## src/rtl/riscv_pkg.sv

```systemverilog
// Shared RV32I decode constants: opcodes, instruction field positions, immediate formats
// and the decode output register layout.
package riscv_pkg;

   localparam logic [6:0] OP     = 7'b0110011;
   localparam logic [6:0] OP_IMM = 7'b0010011;
   localparam logic [6:0] LOAD   = 7'b0000011;
   localparam logic [6:0] STORE  = 7'b0100011;
   localparam logic [6:0] BRANCH = 7'b1100011;
   localparam logic [6:0] JAL    = 7'b1101111;
   localparam logic [6:0] JALR   = 7'b1100111;
   localparam logic [6:0] LUI    = 7'b0110111;
   localparam logic [6:0] AUIPC  = 7'b0010111;

   localparam int OPC_LSB = 0;
   localparam int RD_LSB  = 7;
   localparam int RS1_LSB = 15;
   localparam int RS2_LSB = 20;

   typedef enum logic [2:0] {IMM_R, IMM_I, IMM_S, IMM_B, IMM_U, IMM_J} imm_fmt_e;

   typedef struct packed {
      logic        valid;
      logic [31:0] pc;
      logic [31:0] instr;
      logic [31:0] rs1_data;
      logic [31:0] rs2_data;
      logic [31:0] imm;
      logic [4:0]  rd;
      logic        reg_write;
      logic        mem_read;
   } id_reg_t;

   // Unknown opcodes fall into IMM_R, which yields a zero immediate.
   function automatic imm_fmt_e imm_fmt(input logic [6:0] opc);
      case (opc)
         OP_IMM, LOAD, JALR: return IMM_I;
         STORE:              return IMM_S;
         BRANCH:             return IMM_B;
         LUI, AUIPC:         return IMM_U;
         JAL:                return IMM_J;
         default:            return IMM_R;
      endcase
   endfunction

endpackage

```

## src/rtl/imm_gen.sv

```systemverilog
// Combinational RV32I immediate generator (I/S/B/U/J, sign-extended; zero otherwise).
module imm_gen
   import riscv_pkg::*;
(
   input  logic [31:0] instr_i,
   output logic [31:0] imm_o
);

   always_comb begin
      imm_o = '0;
      case (imm_fmt(instr_i[OPC_LSB +: 7]))
         IMM_I: imm_o = {{20{instr_i[31]}}, instr_i[31:20]};
         IMM_S: imm_o = {{20{instr_i[31]}}, instr_i[31:25], instr_i[11:7]};
         IMM_B: imm_o = {{19{instr_i[31]}}, instr_i[31], instr_i[7], instr_i[30:25],
                         instr_i[11:8], 1'b0};
         IMM_U: imm_o = {instr_i[31:12], 12'b0};
         IMM_J: imm_o = {{11{instr_i[31]}}, instr_i[31], instr_i[19:12], instr_i[20],
                         instr_i[30:21], 1'b0};
         default: imm_o = '0;
      endcase
   end

endmodule

```

## src/rtl/decode_stage.sv

```systemverilog
// RV32I decode stage: operand read with bypass, hazard stall, one output register.
// Define DECODE_FORWARDING_EN to enable EX/MEM bypass; otherwise EX/MEM hazards stall.
module decode_stage
   import riscv_pkg::*;
(
   input  logic        clock_i,
   input  logic        reset_n_i,
   input  logic        instr_valid_i,
   input  logic [31:0] instr_i,
   input  logic [31:0] pc_i,
   output logic        instr_ready_o,
   output logic [4:0]  rf_rd_register_1_o,
   output logic [4:0]  rf_rd_register_2_o,
   input  logic [31:0] rf_rd_data_1_i,
   input  logic [31:0] rf_rd_data_2_i,
   input  logic [4:0]  ex_rd_i,
   input  logic        ex_reg_write_i,
   input  logic        ex_mem_read_i,
   input  logic [31:0] ex_result_i,
   input  logic [4:0]  mem_rd_i,
   input  logic        mem_reg_write_i,
   input  logic [31:0] mem_result_i,
   input  logic [4:0]  wb_rd_i,
   input  logic        wb_reg_write_i,
   input  logic [31:0] wb_data_i,
   input  logic        flush_i,
   input  logic        ex_ready_i,
   output logic        id_valid_o,
   output logic [31:0] id_pc_o,
   output logic [31:0] id_instr_o,
   output logic [31:0] id_rs1_data_o,
   output logic [31:0] id_rs2_data_o,
   output logic [31:0] id_imm_o,
   output logic [4:0]  id_rd_o,
   output logic        id_reg_write_o,
   output logic        id_mem_read_o
);

   id_reg_t     id_q, id_d;
   logic [6:0]  opc;
   logic [4:0]  rs1, rs2, rd;
   logic [31:0] imm;
   logic        rs1_used, rs2_used, legal, load_use, stall, advance, xfer;

   assign opc = instr_i[OPC_LSB +: 7];
   assign rs1 = instr_i[RS1_LSB +: 5];
   assign rs2 = instr_i[RS2_LSB +: 5];
   assign rd  = instr_i[RD_LSB  +: 5];

   assign rf_rd_register_1_o = rs1;
   assign rf_rd_register_2_o = rs2;

   imm_gen u_imm_gen (.instr_i(instr_i), .imm_o(imm));

   assign rs1_used = !(opc == LUI || opc == AUIPC || opc == JAL);
   assign rs2_used = (opc == OP || opc == STORE || opc == BRANCH);
   assign legal    = (opc == OP || opc == OP_IMM || opc == LOAD || opc == STORE ||
                      opc == BRANCH || opc == JAL || opc == JALR || opc == LUI ||
                      opc == AUIPC);

   function automatic logic hits(input logic [4:0] wrd);
      return (wrd != 5'd0) && ((rs1_used && wrd == rs1) || (rs2_used && wrd == rs2));
   endfunction

   // WB is always bypassed: the register file is written on the same edge we capture.
   function automatic logic [31:0] operand(input logic [4:0] rs, input logic [31:0] rf);
      if (rs == 5'd0) return '0;
`ifdef DECODE_FORWARDING_EN
      if (ex_reg_write_i && !ex_mem_read_i && ex_rd_i == rs) return ex_result_i;
      if (mem_reg_write_i && mem_rd_i == rs) return mem_result_i;
`endif
      if (wb_reg_write_i && wb_rd_i == rs) return wb_data_i;
      return rf;
   endfunction

   assign load_use = ex_reg_write_i && ex_mem_read_i && hits(ex_rd_i);

`ifdef DECODE_FORWARDING_EN
   assign stall = load_use;
`else
   logic unused_results;
   assign unused_results = ^{ex_result_i, mem_result_i};
   assign stall = load_use || (ex_reg_write_i && hits(ex_rd_i)) ||
                  (mem_reg_write_i && hits(mem_rd_i));
`endif

   assign advance       = !id_q.valid || ex_ready_i;
   assign instr_ready_o = reset_n_i && advance && !stall && !flush_i;
   assign xfer          = instr_valid_i && instr_ready_o;

   always_comb begin
      id_d = id_q;
      if (flush_i) begin
         id_d.valid = 1'b0;
      end else if (advance) begin
         if (xfer) begin
            id_d.valid     = 1'b1;
            id_d.pc        = pc_i;
            id_d.instr     = instr_i;
            id_d.rs1_data  = operand(rs1, rf_rd_data_1_i);
            id_d.rs2_data  = operand(rs2, rf_rd_data_2_i);
            id_d.imm       = imm;
            id_d.rd        = rd;
            id_d.reg_write = legal && opc != STORE && opc != BRANCH;
            id_d.mem_read  = (opc == LOAD);
         end else begin
            id_d.valid = 1'b0;
         end
      end
   end

   always_ff @(posedge clock_i) begin
      if (!reset_n_i) id_q <= '0;
      else            id_q <= id_d;
   end

   assign id_valid_o     = id_q.valid;
   assign id_pc_o        = id_q.pc;
   assign id_instr_o     = id_q.instr;
   assign id_rs1_data_o  = id_q.rs1_data;
   assign id_rs2_data_o  = id_q.rs2_data;
   assign id_imm_o       = id_q.imm;
   assign id_rd_o        = id_q.rd;
   assign id_reg_write_o = id_q.reg_write;
   assign id_mem_read_o  = id_q.mem_read;

endmodule
```

## config.mk

```make
export PLATFORM = sky130hd
export DESIGN_NAME = decode_stage
export DESIGN_NICKNAME = d
export VERILOG_FILES = /design/src/rtl/riscv_pkg.sv /design/src/rtl/imm_gen.sv /design/src/rtl/decode_stage.sv
export SDC_FILE = /design/constraint.sdc
export NUM_CORES = 1
export LEC_CHECK = 0
export BUFFER_PORTS_ARGS = -buffer_cell sky130_fd_sc_hd__buf_2
export CORE_AREA = 2 2 165 167
export CTS_BUF_LIST = sky130_fd_sc_hd__clkbuf_4 sky130_fd_sc_hd__clkbuf_8 sky130_fd_sc_hd__clkbuf_16
export CTS_CLUSTER_DIAMETER = 150
export CTS_CLUSTER_SIZE = 10
export DETAILED_ROUTE_END_ITERATION = 10
export DIE_AREA = 0 0 167 169
export HOLD_SLACK_MARGIN = 0.05
export MAX_ROUTING_LAYER = met4
export PLACE_DENSITY = 0.66
export REMOVE_ABC_BUFFERS = 1
export SYNTH_ARGS = -nofsm -noshare
export SYNTH_HDL_FRONTEND = slang
export SYNTH_SLANG_ARGS = --single-unit
```

## constraint.sdc

```tcl
create_clock -name clock_i -period 4.1 [get_ports clock_i]
set_input_delay 0.205 -clock clock_i [delete_from_list [all_inputs] [get_ports clock_i]]
set_output_delay 0.205 -clock clock_i [all_outputs]
set_load 0.01 [all_outputs]
```

# Word level (Yosys, flattened, before mapping)
# Index checks and enable logic that the tools add are counted.
word_totals:
  latchBits: 0
  romBits: 0
  mem_count: 0
  ff_bits: 168
  out_inout_bits: 179
  ram_bits: 0
  in_bits: 248
op_classes:
  n_div: 0
  order_cmp: 0
  n_bitwise: 2
  n_reduce_logical: 47
  eq_ne: 22
  n_mux: 29
  shift: 0
  n_addsub: 0
  mul: 0
op_table:
  columns: ["op", "n"]
  rows:
  - ["32-bit two-way mux", 8]
  - ["32-bit one-hot mux with 5 select lines", 1]
  - ["5-bit == test", 6]
  - ["7-bit by 6-bit == test with 1-bit output (second input constant)", 3]
  - ["7-bit == test (second input constant)", 3]
  - ["1-bit two-way mux", 19]
  - ["1-bit logical AND", 18]
  - ["1-bit logical OR", 17]
  - ["3-bit one-hot mux with 5 select lines", 1]
  - ["7-bit by 5-bit == test with 1-bit output (second input constant)", 2]
  - ["5-bit logical NOT", 2]
  - ["5-bit nonzero test", 2]
  - ["7-bit by 2-bit == test with 1-bit output (second input constant)", 1]
  - ["7-bit by 6-bit != test with 1-bit output (second input constant)", 1]
  - ["7-bit != test (second input constant)", 1]
  - ["3-bit by 2-bit == test with 1-bit output (second input constant)", 2]
  - ["3-bit == test (second input constant)", 2]
  - ["1-bit logical NOT", 4]
  - ["2-bit OR reduction", 2]
  - ["3-bit by 1-bit == test with 1-bit output (second input constant)", 1]
  - ["3-bit AND reduction", 1]
  - ["3-bit OR reduction", 1]
  - ["1-bit inverter", 2]

# Depth between registers and ports, before layout
logic_depth:
  depth_word: 23
  depth_mapped: 10

# Modules after synthesis
# A second synthesis with hierarchy kept.
hier_totals:
  cells_unflattened: 975
  area_unflattened_um2: 8169.1
by_module_without_submodules:
  columns: ["mod", "area_each_um2", "seq_area_each_um2", "n_inst", "cells_per_inst"]
  rows:
  - ["decode_stage", 7678.6, 3263.1, 1, 899]
  - ["imm_gen", 490.5, 0.0, 1, 76]

# Worst setup path after synthesis
# OpenSTA, ideal clock, no wires.
synth_path:
  path_kind: "input to register"
  start: "input instr_i[15]"
  end: "register id_q, in the netlist id_imm_o[24]"
  stages: 9
  setup_ns: 0.072
  setup_slack_ns: 2.102
  t_arrival_ns: 1.927
  required_ns: 4.028
  cell_sequence: "clkbuf_1 -> xor2_1 -> or4_4 -> a21oi_2 -> nand3b_4 -> buf_8 -> buf_12 -> buf_8 -> mux2i_1"
synth_between:
  elab_chain_len: 12
  word_cells_on_any_way: 18
  classes_between: "eq/ne: 2; reduce/logical: 16"
synth_rtl:
  columns: ["element", "line_no", "source"]
  rows:
  - ["start, declared", "decode_stage.sv:9", "input logic [31:0] instr_i,"]
  - ["5-bit == test", "decode_stage.sv:62", "return (wrd != 5'd0) && ((rs1_used && wrd == rs1) || (rs2_used && wrd == rs2));"]
  - ["1-bit logical AND", "decode_stage.sv:62", null]
  - ["1-bit logical OR", "decode_stage.sv:62", null]
  - ["1-bit logical AND", "decode_stage.sv:62", null]
  - ["1-bit logical AND (on tied branches)", "decode_stage.sv:76, decode_stage.sv:83", null]
  - ["1-bit logical OR", "decode_stage.sv:83", "assign stall = load_use || (ex_reg_write_i && hits(ex_rd_i)) ||"]
  - ["1-bit logical OR *", "decode_stage.sv:83", null]
  - ["1-bit logical NOT *", "decode_stage.sv:88", "assign instr_ready_o = reset_n_i && advance && !stall && !flush_i;"]
  - ["1-bit logical AND * (2 in series)", "decode_stage.sv:88", null]
  - ["1-bit logical AND *", "decode_stage.sv:89", "assign xfer = instr_valid_i && instr_ready_o;"]
  - ["3-bit AND reduction (no line) *", null, null]
  - ["end signal, assigned", "decode_stage.sv:114", "else id_q <= id_d;"]
  - ["end, declared", "decode_stage.sv:39", "id_reg_t id_q, id_d;"]
# Mark *: on every way between the ends. The rest lies on a longest branch, timed or not.
# A chain may end at the register's enable or synchronous reset.

# Worst setup path in the final report
layout_path:
  start: "input instr_i[2]"
  end: "output instr_ready_o"
layout_between:
  elab_chain_len: 13
  word_cells_on_any_way: 27
  classes_between: "eq/ne: 6; reduce/logical: 21"
layout_rtl:
  columns: ["element", "line_no", "source"]
  rows:
  - ["7-bit by 6-bit == test with 1-bit output or 7-bit by 5-bit == test with 1-bit output (tied branches)", "decode_stage.sv:55", "assign rs1_used = !(opc == LUI || opc == AUIPC || opc == JAL);"]
  - ["1-bit logical OR (2 in series)", "decode_stage.sv:55", null]
  - ["1-bit logical NOT", "decode_stage.sv:55", null]
  - ["1-bit logical AND", "decode_stage.sv:62", null]
  - ["1-bit logical OR", "decode_stage.sv:62", null]
  - ["1-bit logical AND", "decode_stage.sv:62", null]
  - ["1-bit logical AND (on tied branches)", "decode_stage.sv:76, decode_stage.sv:83", null]
  - ["1-bit logical OR", "decode_stage.sv:83", null]
  - ["1-bit logical OR *", "decode_stage.sv:83", null]
  - ["1-bit logical NOT *", "decode_stage.sv:88", null]
  - ["1-bit logical AND * (2 in series)", "decode_stage.sv:88", null]
  - ["end, declared", "decode_stage.sv:11", "output logic instr_ready_o,"]
# Marks and branches as above.

==> run summary <==
status -> finished, final reports clean
postcts setup bufs -> 0
layout cells sized above 1 -> 37.0%
most used cell, CP -> buf_2
total track usage -> 17.6%
Sink Count -> 163
# IOs -> 427
drt via density -> 4.56
top-area cell type share of the netlist area -> 39.6%
Final Net Count -> 1511
Final Hold Violating Endpoints -> 0
Pre-Repair DR Iteration Count -> 4
Clock Skew -> 0.00881 ns
first-pass GRT wire length -> 38400 µm
largest net degree at the start of global routing -> 164
Area contributors post-synth -> dfxtp_1 (40%), mux2i_1 (20%), nand2_1 (12%)
Slew @ Worst Pin -> 1.21 ns
Syn Area/Cell -> 9.04 µm²
post-DR wirelength/cell -> 15.4 µm
Final setup violation count -> 0
WS Path Type -> in2out
Yosys warning count -> 0
Cell variety after synth -> 45
CP peak stage delay -> 0.69 ns
Power, Total -> 3960 µW
GR Overflow Total -> 0
pre-CTS WS -> 1.29 ns
Post-Syn Instances -> 910
Hold/Removal Path Class -> in2reg
Antenna Violating Nets Remaining -> 0
fin crit share -> 80.1%
fmax -> 0.305 GHz
vias in the first global route -> 7150
area grow syn2layout -> 35.1%
final cell count without fillers -> 1617
post-synthesis sequential area ratio -> 39.6%
r2r worst-path depth -> 5
Reg-to-Reg Start -> id_valid_o
max-slew violations -> 0
final wirelength -> 24900 µm
Worst-path clk slew -> 0.07 ns
Power Dens Cells -> 356 mW/mm²
Peak VDD IR -> 0.255 mV
Worst R2R Setup Slack -> 1.91 ns
Async SR Flop Fraction -> 0%
TritonCTS clock tree -> yes
setup TNS -> 0 ns
ys flop type -> dfxtp_1
row count -> 60
crit-path max FO -> 16
Post-synth EDFFs -> 0
Via Count -> 7372
# DRC -> 0
core area -> 0.0265 mm²
# port buffers -> 361
slowest cell on the critical path -> nor4_4
critical-path cell list -> dlygate4sd3_1 -> buf_2 -> nand3_1 -> nor4_4 -> or2_1 -> a21oi_2 -> nor3_1 -> and3b_1 -> buf_2
initial antenna violation count -> 1
Worst slew margin -> 19.5%
post-DP HPWL -> 17100 µm
H-Tree Depth -> 4
Die Y -> 169 µm
leakage -> 0.00617 µW
clk_lat worst skew -> 0.42 ns
Max-Cap Viols -> 0
Die ar. -> 0.0282 mm²
Worst Hold Depth -> 3
post-route setup slack -> 0.817 ns
CP arrival -> 3.08 ns
Startpoint Class -> input port
Critical R2R Capture -> id_pc_o[27]
#FFs+latches synth -> 163
cell taking the most area after synthesis -> dfxtp_1
Post-Syn Area -> 0.00823 mm²
fin crit period -> 3.28 ns
Num CTS Buffers -> 17
root buffer cell -> clkbuf_16
Worst Hold Launch -> instr_i[10]
crit path capture type -> output pin
placed insts -> 1535
Chip Width -> 167 µm
RSZ-0062 raised after global routing -> false
end of the worst hold path -> id_instr_o[10]
GPL Wtd Cong -> 0.816
Initial Util -> 31.1%
clk buf depth -> 2
WP data required -> 3.89 ns
First DRT Iteration DRCs -> 310
logic make-up after synthesis:
group                  Yosys count  synth area share, %
XOR/XNOR                        30                 3.19
multiplexers                   226                 28.5
flip-flops                     163                 39.6
buffers and inverters          145                 9.59
AO/OA/AOI/OAI                   44                 3.82
AND/OR/NAND/NOR                302                 15.3
state kept, by name (all words and copies together) (netlist names):
signal / count
id_imm_o: 32
id_instr_o: 32
id_pc_o: 32
id_rs1_data_o: 32
id_rs2_data_o: 32
id_mem_read_o: 1
id_reg_write_o: 1
id_valid_o: 1
cells in the final DEF (no fill, tap or decap), types with 12 or more instances in the layout:
cell / n
buf_2: 360
xnor2_1: 18
inv_1: 63
a21o_1: 20
nand2_1: 266
xor2_1: 12
mux2_2: 64
clkbuf_16: 17
dlygate4sd3_1: 50
mux2i_1: 162
dfxtp_1: 163
synthesized netlist by cell type, types with 2 or more instances:
library cell  number
nand2_1          266
dfxtp_1          163
mux2i_1          162
mux2_2            64
inv_1             63
clkbuf_1          37
buf_4             26
a21o_1            20
xnor2_1           18
xor2_1            12
buf_2              9
buf_12             7
nand3_1            6
nor4_1             6
nor2_1             4
o22ai_1            4
a21oi_1            3
nor3_1             3
o21ai_1            3
or4_1              3
a21boi_1           2
and3_1             2
buf_8              2
nand2b_1           2
o21ai_0            2
o31ai_1            2
metrics by stage:
step | cell area, µm² | utilization (%) | hold slack, ns
4_1_cts | 11100 | 41.9 | 0.0542
3_5_place_dp | 9980 | 37.7 | 0.444
6_report | 11100 | 41.9 | 0.0851
2_1_floorplan | 7680 | - | 0.337
5_1_grt | 11100 | 41.9 | 0.0878
3_3_place_gp | 9980 | 37.7 | 0.441
report_power, final:
group / switching (µW) / leakage, µW / total [µW] / internal, µW
Clock: 729 / 0.000309 / 1730 / 999
Sequential: 29.2 / 0.00133 / 1670 / 1640
Combinational: 286 / 0.00454 / 555 / 269
final cells by class:
cell class | count | area (µm²)
multi-input combinational | 602 | 4200
clock buffer | 18 | 439
inverter | 64 | 240
sequential | 163 | 3260
antenna | 1 | 2.50
fill | 2607 | 15400
timing repair buffer | 415 | 2350
tap | 341 | 427
clock inverter | 13 | 190
worst max-delay path: cells and delay by family:
kind                   cells  cell delay [ns]
buffers and inverters      3             0.79
AO/OA/AOI/OAI              1             0.06
AND/OR/NAND/NOR            5             2.01
how the worst max path moves through the flow:
stage	startpoint	end	slack (ns)	depth (start not counted)
floorplan	instr_i[2]	id_imm_o[0]	0.50	6
global placement	instr_i[3]	id_rs1_data_o[14]	1.31	8
detailed placement	instr_i[1]	id_pc_o[4]	1.29	8
CTS	instr_i[2]	instr_ready_o	0.81	9
global route	instr_i[2]	instr_ready_o	0.67	9
finish	instr_i[2]	instr_ready_o	0.82	9
repair_timing:
action                    CTS  global route
hold endpoints to repair   56             0
resized for setup           0             0
hold buffers               50             0
routing by layer:
metal	global-route usage, %	part of all wire (%)
met3	4.16	6.5
met1	20.5	43
met2	30.0	49
met5	-	0
met4	5.58	2.1
(Power assumes the default switching activity.)
